`config.mk`:
```
export PLATFORM = sky130hd
export DESIGN_NAME = uart_cmd_parser
export DESIGN_NICKNAME = d
export VERILOG_FILES = /design/src/rtl/uart_cmd_pkg.sv /design/src/rtl/uart_cmd_ser.sv /design/src/rtl/uart_cmd_parser.sv
export SDC_FILE = /design/constraint.sdc
export NUM_CORES = 1
export LEC_CHECK = 0
export ABC_AREA = 1
export ABC_CLOCK_PERIOD_IN_PS = 7650
export BUFFER_PORTS_ARGS = -buffer_cell sky130_fd_sc_hd__buf_2
export CAP_MARGIN = 10
export CORE_ASPECT_RATIO = 1.2
export CORE_MARGIN = 8
export CORE_UTILIZATION = 55
export DETAILED_ROUTE_END_ITERATION = 7
export GPL_TIMING_DRIVEN = 0
export MAX_ROUTING_LAYER = met4
export PLACE_DENSITY = 0.8
export SKIP_CTS_REPAIR_TIMING = 1
export SLEW_MARGIN = 20
export SYNTH_ARGS = -nofsm -noshare
export SYNTH_HDL_FRONTEND = slang
export SYNTH_SLANG_ARGS = --single-unit
export TNS_END_PERCENT = 20
```
`constraint.sdc`:
```
create_clock -name clk -period 7.65 [get_ports clk]
set_input_delay 0.765 -clock clk [delete_from_list [all_inputs] [get_ports clk]]
set_output_delay 0.765 -clock clk [all_outputs]
set_load 0.005 [all_outputs]
```
`src/rtl/uart_cmd_pkg.sv`:
```
// uart_cmd_pkg: protocol constants and FSM state encoding shared by the
// UART command parser and its testbench.
package uart_cmd_pkg;

    localparam logic [7:0] OPC_WR  = 8'h57;  // 'W'
    localparam logic [7:0] OPC_RD  = 8'h52;  // 'R'
    localparam logic [7:0] RSP_ACK = 8'h4B;  // 'K'
    localparam logic [7:0] RSP_ERR = 8'h45;  // 'E'

    typedef enum logic [2:0] {
        IDLE,
        ADDR,
        DATA,
        CSUM,
        REQ,
        WAIT_RSP,
        TX_RSP,
        TX_ERR
    } state_t;

    // True for the two opcodes the parser understands.
    function automatic logic is_opcode(input logic [7:0] b);
        return (b == OPC_WR) || (b == OPC_RD);
    endfunction

endpackage

```
`src/rtl/uart_cmd_ser.sv`:
```
// uart_cmd_ser: generic N-byte, MSB-first parallel-to-AXI-Stream serializer.
// A load captures a left-aligned word and a byte count; bytes are then
// presented one at a time, each held until the sink accepts it.
module uart_cmd_ser #(
    parameter int NBYTES = 4,
    parameter int LEN_W  = $clog2(NBYTES + 1)
) (
    input  logic                clk,
    input  logic                rst,
    input  logic                load,
    input  logic [8*NBYTES-1:0] load_data,
    input  logic [LEN_W-1:0]    load_len,
    output logic [7:0]          m_axis_tdata,
    output logic                m_axis_tvalid,
    input  logic                m_axis_tready,
    output logic                done
);

    logic [8*NBYTES-1:0] shreg;
    logic [LEN_W-1:0]    remaining;
    logic                hs;

    assign m_axis_tvalid = (remaining != '0);
    assign m_axis_tdata  = shreg[8*NBYTES-1 -: 8];
    assign hs            = m_axis_tvalid && m_axis_tready;
    assign done          = hs && (remaining == LEN_W'(1));

    // Capture a new word on load, otherwise move the next byte to the top after each accepted beat.
    always_ff @(posedge clk or posedge rst) begin
        // NOTE: clocked state always uses non-blocking (<=) so every register samples pre-edge values.
        if (rst) begin
            shreg     <= '0;
            remaining <= '0;
        end else if (load) begin
            shreg     <= load_data;
            remaining <= load_len;
        end else if (hs) begin
            shreg     <= shreg << 8;
            remaining <= remaining - 1'b1;
        end
    end

endmodule

```
`src/rtl/uart_cmd_parser.sv`:
```
// uart_cmd_parser: binary read/write command decoder between the UART RX and
// TX AXI-Streams. Assembles opcode/address/data frames, issues one register
// request, and returns 'K', the read data, or 'E'.
// Optional build macro UART_CMD_CSUM_EN: frames carry a trailing XOR checksum.
module uart_cmd_parser
    import uart_cmd_pkg::*;
#(
    parameter int ADDR_W      = 32,
    parameter int DATA_W      = 32,
    parameter int TIMEOUT_CYC = 1000000
) (
    input  logic              clk,
    input  logic              rst,
    input  logic [7:0]        s_axis_tdata,
    input  logic              s_axis_tvalid,
    output logic              s_axis_tready,
    output logic [7:0]        m_axis_tdata,
    output logic              m_axis_tvalid,
    input  logic              m_axis_tready,
    output logic              req_valid,
    input  logic              req_ready,
    output logic              req_we,
    output logic [ADDR_W-1:0] req_addr,
    output logic [DATA_W-1:0] req_wdata,
    input  logic              rsp_valid,
    input  logic [DATA_W-1:0] rsp_rdata,
    output logic              err_timeout,
    output logic              err_opcode
);

    localparam int ADDR_NB = ADDR_W / 8;
    localparam int DATA_NB = DATA_W / 8;
    localparam int MAX_NB  = (ADDR_NB > DATA_NB) ? ADDR_NB : DATA_NB;
    localparam int BCNT_W  = (MAX_NB > 1) ? $clog2(MAX_NB) : 1;
    localparam int TO_W    = (TIMEOUT_CYC > 1) ? $clog2(TIMEOUT_CYC) : 1;
    localparam int LEN_W   = $clog2(DATA_NB + 1);

    localparam logic [BCNT_W-1:0] ADDR_LAST = BCNT_W'(ADDR_NB - 1);
    localparam logic [BCNT_W-1:0] DATA_LAST = BCNT_W'(DATA_NB - 1);
    localparam logic [TO_W-1:0]   TO_LAST   = TO_W'(TIMEOUT_CYC - 1);

    // Single-byte responses are left-aligned so the serializer sends them first.
    localparam logic [DATA_W-1:0] ACK_WORD = DATA_W'(RSP_ACK) << (DATA_W - 8);
    localparam logic [DATA_W-1:0] ERR_WORD = DATA_W'(RSP_ERR) << (DATA_W - 8);

    // State that follows the last address/data byte of a frame.
`ifdef UART_CMD_CSUM_EN
    localparam state_t FRAME_END = CSUM;
`else
    localparam state_t FRAME_END = REQ;
`endif

    state_t            state;
    state_t            state_nxt;
    logic              rx_fire;
    logic              in_frame;
    logic              timeout_hit;
    logic [BCNT_W-1:0] byte_cnt;
    logic [TO_W-1:0]   to_cnt;
    logic              err_opc_set;
    logic              ser_load;
    logic [DATA_W-1:0] ser_data;
    logic [LEN_W-1:0]  ser_len;
    logic              ser_done;
`ifdef UART_CMD_CSUM_EN
    logic [7:0]        csum;
`endif

    assign rx_fire     = s_axis_tvalid && s_axis_tready;
    assign in_frame    = (state == ADDR) || (state == DATA) || (state == CSUM);
    assign timeout_hit = in_frame && !rx_fire && (to_cnt == TO_LAST);
    assign req_valid   = (state == REQ);

    // State register.
    always_ff @(posedge clk or posedge rst) begin
        if (rst) state <= IDLE;
        else     state <= state_nxt;
    end

    // Next-state decode plus serializer load and opcode-error strobe.
    always_comb begin
        // NOTE: every output of this block gets a default first; a path that skips one would infer a latch.
        state_nxt   = state;
        err_opc_set = 1'b0;
        ser_load    = 1'b0;
        ser_data    = '0;
        ser_len     = '0;
        case (state)
            IDLE: begin
                if (rx_fire) begin
                    if (is_opcode(s_axis_tdata)) begin
                        state_nxt = ADDR;
                    end else begin
                        state_nxt   = TX_ERR;
                        err_opc_set = 1'b1;
                        ser_load    = 1'b1;
                        ser_data    = ERR_WORD;
                        ser_len     = LEN_W'(1);
                    end
                end
            end
            ADDR: begin
                if (rx_fire) begin
                    if (byte_cnt == ADDR_LAST) state_nxt = req_we ? DATA : FRAME_END;
                end else if (timeout_hit) begin
                    state_nxt = IDLE;
                end
            end
            DATA: begin
                if (rx_fire) begin
                    if (byte_cnt == DATA_LAST) state_nxt = FRAME_END;
                end else if (timeout_hit) begin
                    state_nxt = IDLE;
                end
            end
`ifdef UART_CMD_CSUM_EN
            CSUM: begin
                if (rx_fire) begin
                    if (s_axis_tdata == csum) begin
                        state_nxt = REQ;
                    end else begin
                        state_nxt   = TX_ERR;
                        err_opc_set = 1'b1;
                        ser_load    = 1'b1;
                        ser_data    = ERR_WORD;
                        ser_len     = LEN_W'(1);
                    end
                end else if (timeout_hit) begin
                    state_nxt = IDLE;
                end
            end
`endif
            REQ: begin
                // A response strobe here is ignored; only the handshake moves on.
                if (req_ready) state_nxt = WAIT_RSP;
            end
            WAIT_RSP: begin
                if (rsp_valid) begin
                    state_nxt = TX_RSP;
                    ser_load  = 1'b1;
                    ser_data  = req_we ? ACK_WORD : rsp_rdata;
                    ser_len   = req_we ? LEN_W'(1) : LEN_W'(DATA_NB);
                end
            end
            TX_RSP, TX_ERR: begin
                if (ser_done) state_nxt = IDLE;
            end
            default: state_nxt = IDLE;
        endcase
    end

    // Frame assembly: opcode latch, MSB-first address/data shifting, byte counter, running checksum.
    always_ff @(posedge clk or posedge rst) begin
        if (rst) begin
            req_we    <= 1'b0;
            req_addr  <= '0;
            req_wdata <= '0;
            byte_cnt  <= '0;
`ifdef UART_CMD_CSUM_EN
            csum      <= '0;
`endif
        end else if (rx_fire) begin
            case (state)
                IDLE: begin
                    if (is_opcode(s_axis_tdata)) begin
                        req_we    <= (s_axis_tdata == OPC_WR);
                        req_addr  <= '0;
                        req_wdata <= '0;
                        byte_cnt  <= '0;
                    end
`ifdef UART_CMD_CSUM_EN
                    csum <= s_axis_tdata;
`endif
                end
                ADDR: begin
                    req_addr <= (req_addr << 8) | ADDR_W'(s_axis_tdata);
                    byte_cnt <= (byte_cnt == ADDR_LAST) ? '0 : byte_cnt + 1'b1;
`ifdef UART_CMD_CSUM_EN
                    csum <= csum ^ s_axis_tdata;
`endif
                end
                DATA: begin
                    req_wdata <= (req_wdata << 8) | DATA_W'(s_axis_tdata);
                    byte_cnt  <= (byte_cnt == DATA_LAST) ? '0 : byte_cnt + 1'b1;
`ifdef UART_CMD_CSUM_EN
                    csum <= csum ^ s_axis_tdata;
`endif
                end
                default: ;
            endcase
        end
    end

    // Inter-byte timeout: counts idle cycles inside a frame, held at zero elsewhere.
    always_ff @(posedge clk or posedge rst) begin
        if (rst)                                   to_cnt <= '0;
        else if (!in_frame || rx_fire || timeout_hit) to_cnt <= '0;
        else                                       to_cnt <= to_cnt + 1'b1;
    end

    // Registered RX ready and error pulses, so all of them read 0 while reset is held.
    always_ff @(posedge clk or posedge rst) begin
        if (rst) begin
            s_axis_tready <= 1'b0;
            err_opcode    <= 1'b0;
            err_timeout   <= 1'b0;
        end else begin
            s_axis_tready <= (state_nxt == IDLE) || (state_nxt == ADDR) ||
                             (state_nxt == DATA) || (state_nxt == CSUM);
            err_opcode    <= err_opc_set;
            err_timeout   <= timeout_hit;
        end
    end

    uart_cmd_ser #(
        .NBYTES (DATA_NB),
        .LEN_W  (LEN_W)
    ) u_ser (
        .clk           (clk),
        .rst           (rst),
        .load          (ser_load),
        .load_data     (ser_data),
        .load_len      (ser_len),
        .m_axis_tdata  (m_axis_tdata),
        .m_axis_tvalid (m_axis_tvalid),
        .m_axis_tready (m_axis_tready),
        .done          (ser_done)
    );

endmodule

```
==> flow_metrics.env <==
export IMPL_slew_violations=0
export IMPL_met2_length_um=8120
export IMPL_tns_ns=0
export IMPL_clock_sinks=128
export IMPL_synth_most_common_cell="nand2_1"
export IMPL_r2r_setup_slack_ns=5.64
export IMPL_dr_pass1_iters=6
export IMPL_top_layer="met4"
export IMPL_synth_avg_cell_area_um2=7.85
export IMPL_end_kind="output port"
export IMPL_routed_wl_um=15900
export IMPL_fin_crit_sh_pct=30.6
export IMPL_clock_fmax_mhz=427
export IMPL_post_place_cells=1077
export IMPL_synthArstFlopShare_pct=100
export IMPL_crit_fanout=6
export IMPL_clk_latency_ns=0.42
export IMPL_hold_viol=0
export IMPL_switching_share_pct=33.5
export IMPL_vdd_drop_max_mv=0.188
export IMPL_wl_met1_um=6610
export IMPL_drtIter0Drc=388
export IMPL_startpoint="state[2]"
export IMPL_track_usage_pct=22.4
export IMPL_cts_made_buffers=17
export IMPL_htreeDepth=4
export IMPL_floorplan_die_area_um2=15100
export IMPL_place_hpwl_um=11600
export IMPL_io_pins=124
export IMPL_viasPerCell=5.07
export IMPL_synth_cells=799
export IMPL_cpMaxStageDelayCell="dfrtp_1"
export IMPL_syn_to_final_growth_pct=23.2
export IMPL_routed_wl_met3_um=948
export IMPL_seq_power_share_pct=36.6
export IMPL_final_util_pct=69.7
export IMPL_fin_skew_ns=0.00883
export IMPL_antenna_found_initial=1
export IMPL_drive_gt1_share_pct=20.9
export IMPL_critPathLaunchType="register"
export IMPL_pre_cts_slack_ns=5.48
export IMPL_combPwrFrac_pct=28.1
export IMPL_yosys_warnings=0
export IMPL_crit_arrival_ns=1.58
export IMPL_r2r_end="u_ser.shreg[15]"
export IMPL_p_leak_nw=3.97
export IMPL_powerDensity_nw_per_um2=305
export IMPL_synth_top_area_share_pct=51.1
export IMPL_grt_pass1_wl_um=26400
export IMPL_setup_viol=0
export IMPL_dpl_cell_area_um2=7120
export IMPL_netSwitchingPower_mw=0.789
export IMPL_status="completed"
export IMPL_worstSetupPathType="reg2out"
export IMPL_initial_core_util_pct=56.6
export IMPL_max_slew_margin_rel_pct=64.0
export IMPL_power_mw=2.36
export IMPL_drv_cap=0
export IMPL_synth_seq_cells=128
export IMPL_clk_pin_slew_ns=0.06
export IMPL_gp_congestion=0.910
export IMPL_cts_tree="yes"
export IMPL_grt_max_degree=84
export IMPL_p_clk_share_pct=35.3
export IMPL_synth_area_um2=6270
export IMPL_synth_common_cells="nand2_1, dfrtp_1, inv_1"
export IMPL_grt_pass1_vias=5577
export IMPL_portBuffers=123
export IMPL_worstPathCellList="inv_1 -> nor3_1 -> buf_2"
export IMPL_grt_ovfl_total=0
export IMPL_internal_power_mw=1.57
export IMPL_rows=42
export IMPL_synthTopCellsByArea="dfrtp_1, nand2_1, inv_1, o21ai_0, nor2_1"
export IMPL_required_ns=6.88
export IMPL_cp_top_family="flip-flops"
export IMPL_instances_no_fill=1111
export IMPL_die_h_um=133
export IMPL_synth_ff_type="dfrtp_1"
export IMPL_design_area_um2=7720
export IMPL_synth_top_area_cell="dfrtp_1"
export IMPL_setup_slack_ns=5.31
export IMPL_r2r_cells=9
export IMPL_drc=0
export IMPL_clockBufferDepth=2
export IMPL_num_vias=5637
export IMPL_yosysSeqAreaShare_pct=51.1
export IMPL_holdWs_ns=0.322
export IMPL_postRouteAntennaNets=0
export IMPL_max_stage_delay_ns=0.47
export IMPL_synth_nets=850
export IMPL_final_nets=993
export IMPL_root_buffer="clkbuf_16"
export IMPL_synth_edff_count=0
export IMPL_die_w_um=113
export IMPL_ys_types=31
export IMPL_worst_pin_slew_ns=0.541
export IMPL_hold_class="in2async"
export IMPL_rsz0062_at_grt="no"
export IMPL_post_route_min_period_ns=2.34
export IMPL_cp_buffers_inverters=2
export IMPL_reg2reg_from="u_ser.remaining[0]"
export IMPL_coreArea_um2=11100
export IMPL_avgRoutedWirePerCell_um=14.3
-- worst reg2reg max path: cells and delay by family, from the launching register on --
family / cells / cell delay, ns
DFF: 1 / 0.42
adders and majority gates: 1 / 0.22
AOI/OAI and AO/OA: 1 / 0.40
and+or+nand+nor: 4 / 0.37
buffers and inverters: 3 / 0.50
-- cells by family after synthesis --
| family | count (synthesis) | share of synthesized area, % |
|---|---|---|
| and+or+nand+nor | 436 | 29.8 |
| xor gates and xnor gates | 11 | 1.54 |
| DFF | 128 | 51.1 |
| AOI/OAI and AO/OA | 91 | 7.72 |
| adders and majority gates | 5 | 0.997 |
| buffers and inverters | 128 | 8.90 |
-- worst max-delay path by stage --
stage	to	slack, ns	cells past startpoint
after floorplan	byte_cnt[0]	3.47	1
after global placement	u_ser.shreg[3]	2.07	2
after detailed placement	u_ser.shreg[15]	5.48	8
after CTS	req_valid	5.28	3
after global routing	req_valid	5.26	3
final	req_valid	5.31	3
-- power groups by stage --
| stage | Clock, mW | Combinational (mW) | Sequential (mW) |
|---|---|---|---|
| 3_5_place_dp | 0 | 0.661 | 0.871 |
| 4_1_cts | 0.838 | 0.668 | 0.862 |
| 5_1_grt | 0.870 | 0.760 | 0.873 |
| 6_report | 0.832 | 0.661 | 0.862 |
| 3_3_place_gp | 0 | 0.643 | 0.869 |
| 2_1_floorplan | 0 | 0.483 | 0.856 |
-- layout by cell type, fill, tap and decap left out, types with 3 or more instances in the layout --
cell type	netlist	routed
nand3_1	39	39
o211ai_1	7	7
buf_2	19	142
nor3b_1	3	3
dfrtp_1	128	128
bufinv_16	0	3
clkbuf_1	12	13
nor2_1	55	55
xor2_1	9	9
nand2_1	298	298
clkinvlp_4	0	3
nand3_4	3	3
buf_4	9	9
inv_6	0	6
o21ai_0	47	47
clkbuf_16	0	17
ha_1	5	5
o21ai_1	32	32
nand4_1	28	28
inv_1	81	80
-- routing by layer --
layer,vias up,GRT usage (%)
met1,2630,25.3
met5,-,-
met3,25,5.60
met2,167,37.3
met4,0,8.83
li1,2815,-
-- sequential cells by signal, summed over array words and instances (netlist names) --
signal / flops
err_timeout: 1
u_ser.remaining: 3
u_ser.shreg: 32
req_we: 1
err_opcode: 1
req_wdata: 32
to_cnt: 20
state: 3
req_addr: 32
s_axis_tready: 1
byte_cnt: 2
-- final cells by class --
class	instances	area, um^2
fillers	941	3360
clock buffers	18	429
clock inverters	14	175
plain buffers	44	240
well taps	154	193
diodes	2	5.00
flip-flops and latches	128	3200
multi-input cells	543	2510
repair buffers	124	643
inverters	84	325
No activity file was read; power rests on OpenSTA's default activity.
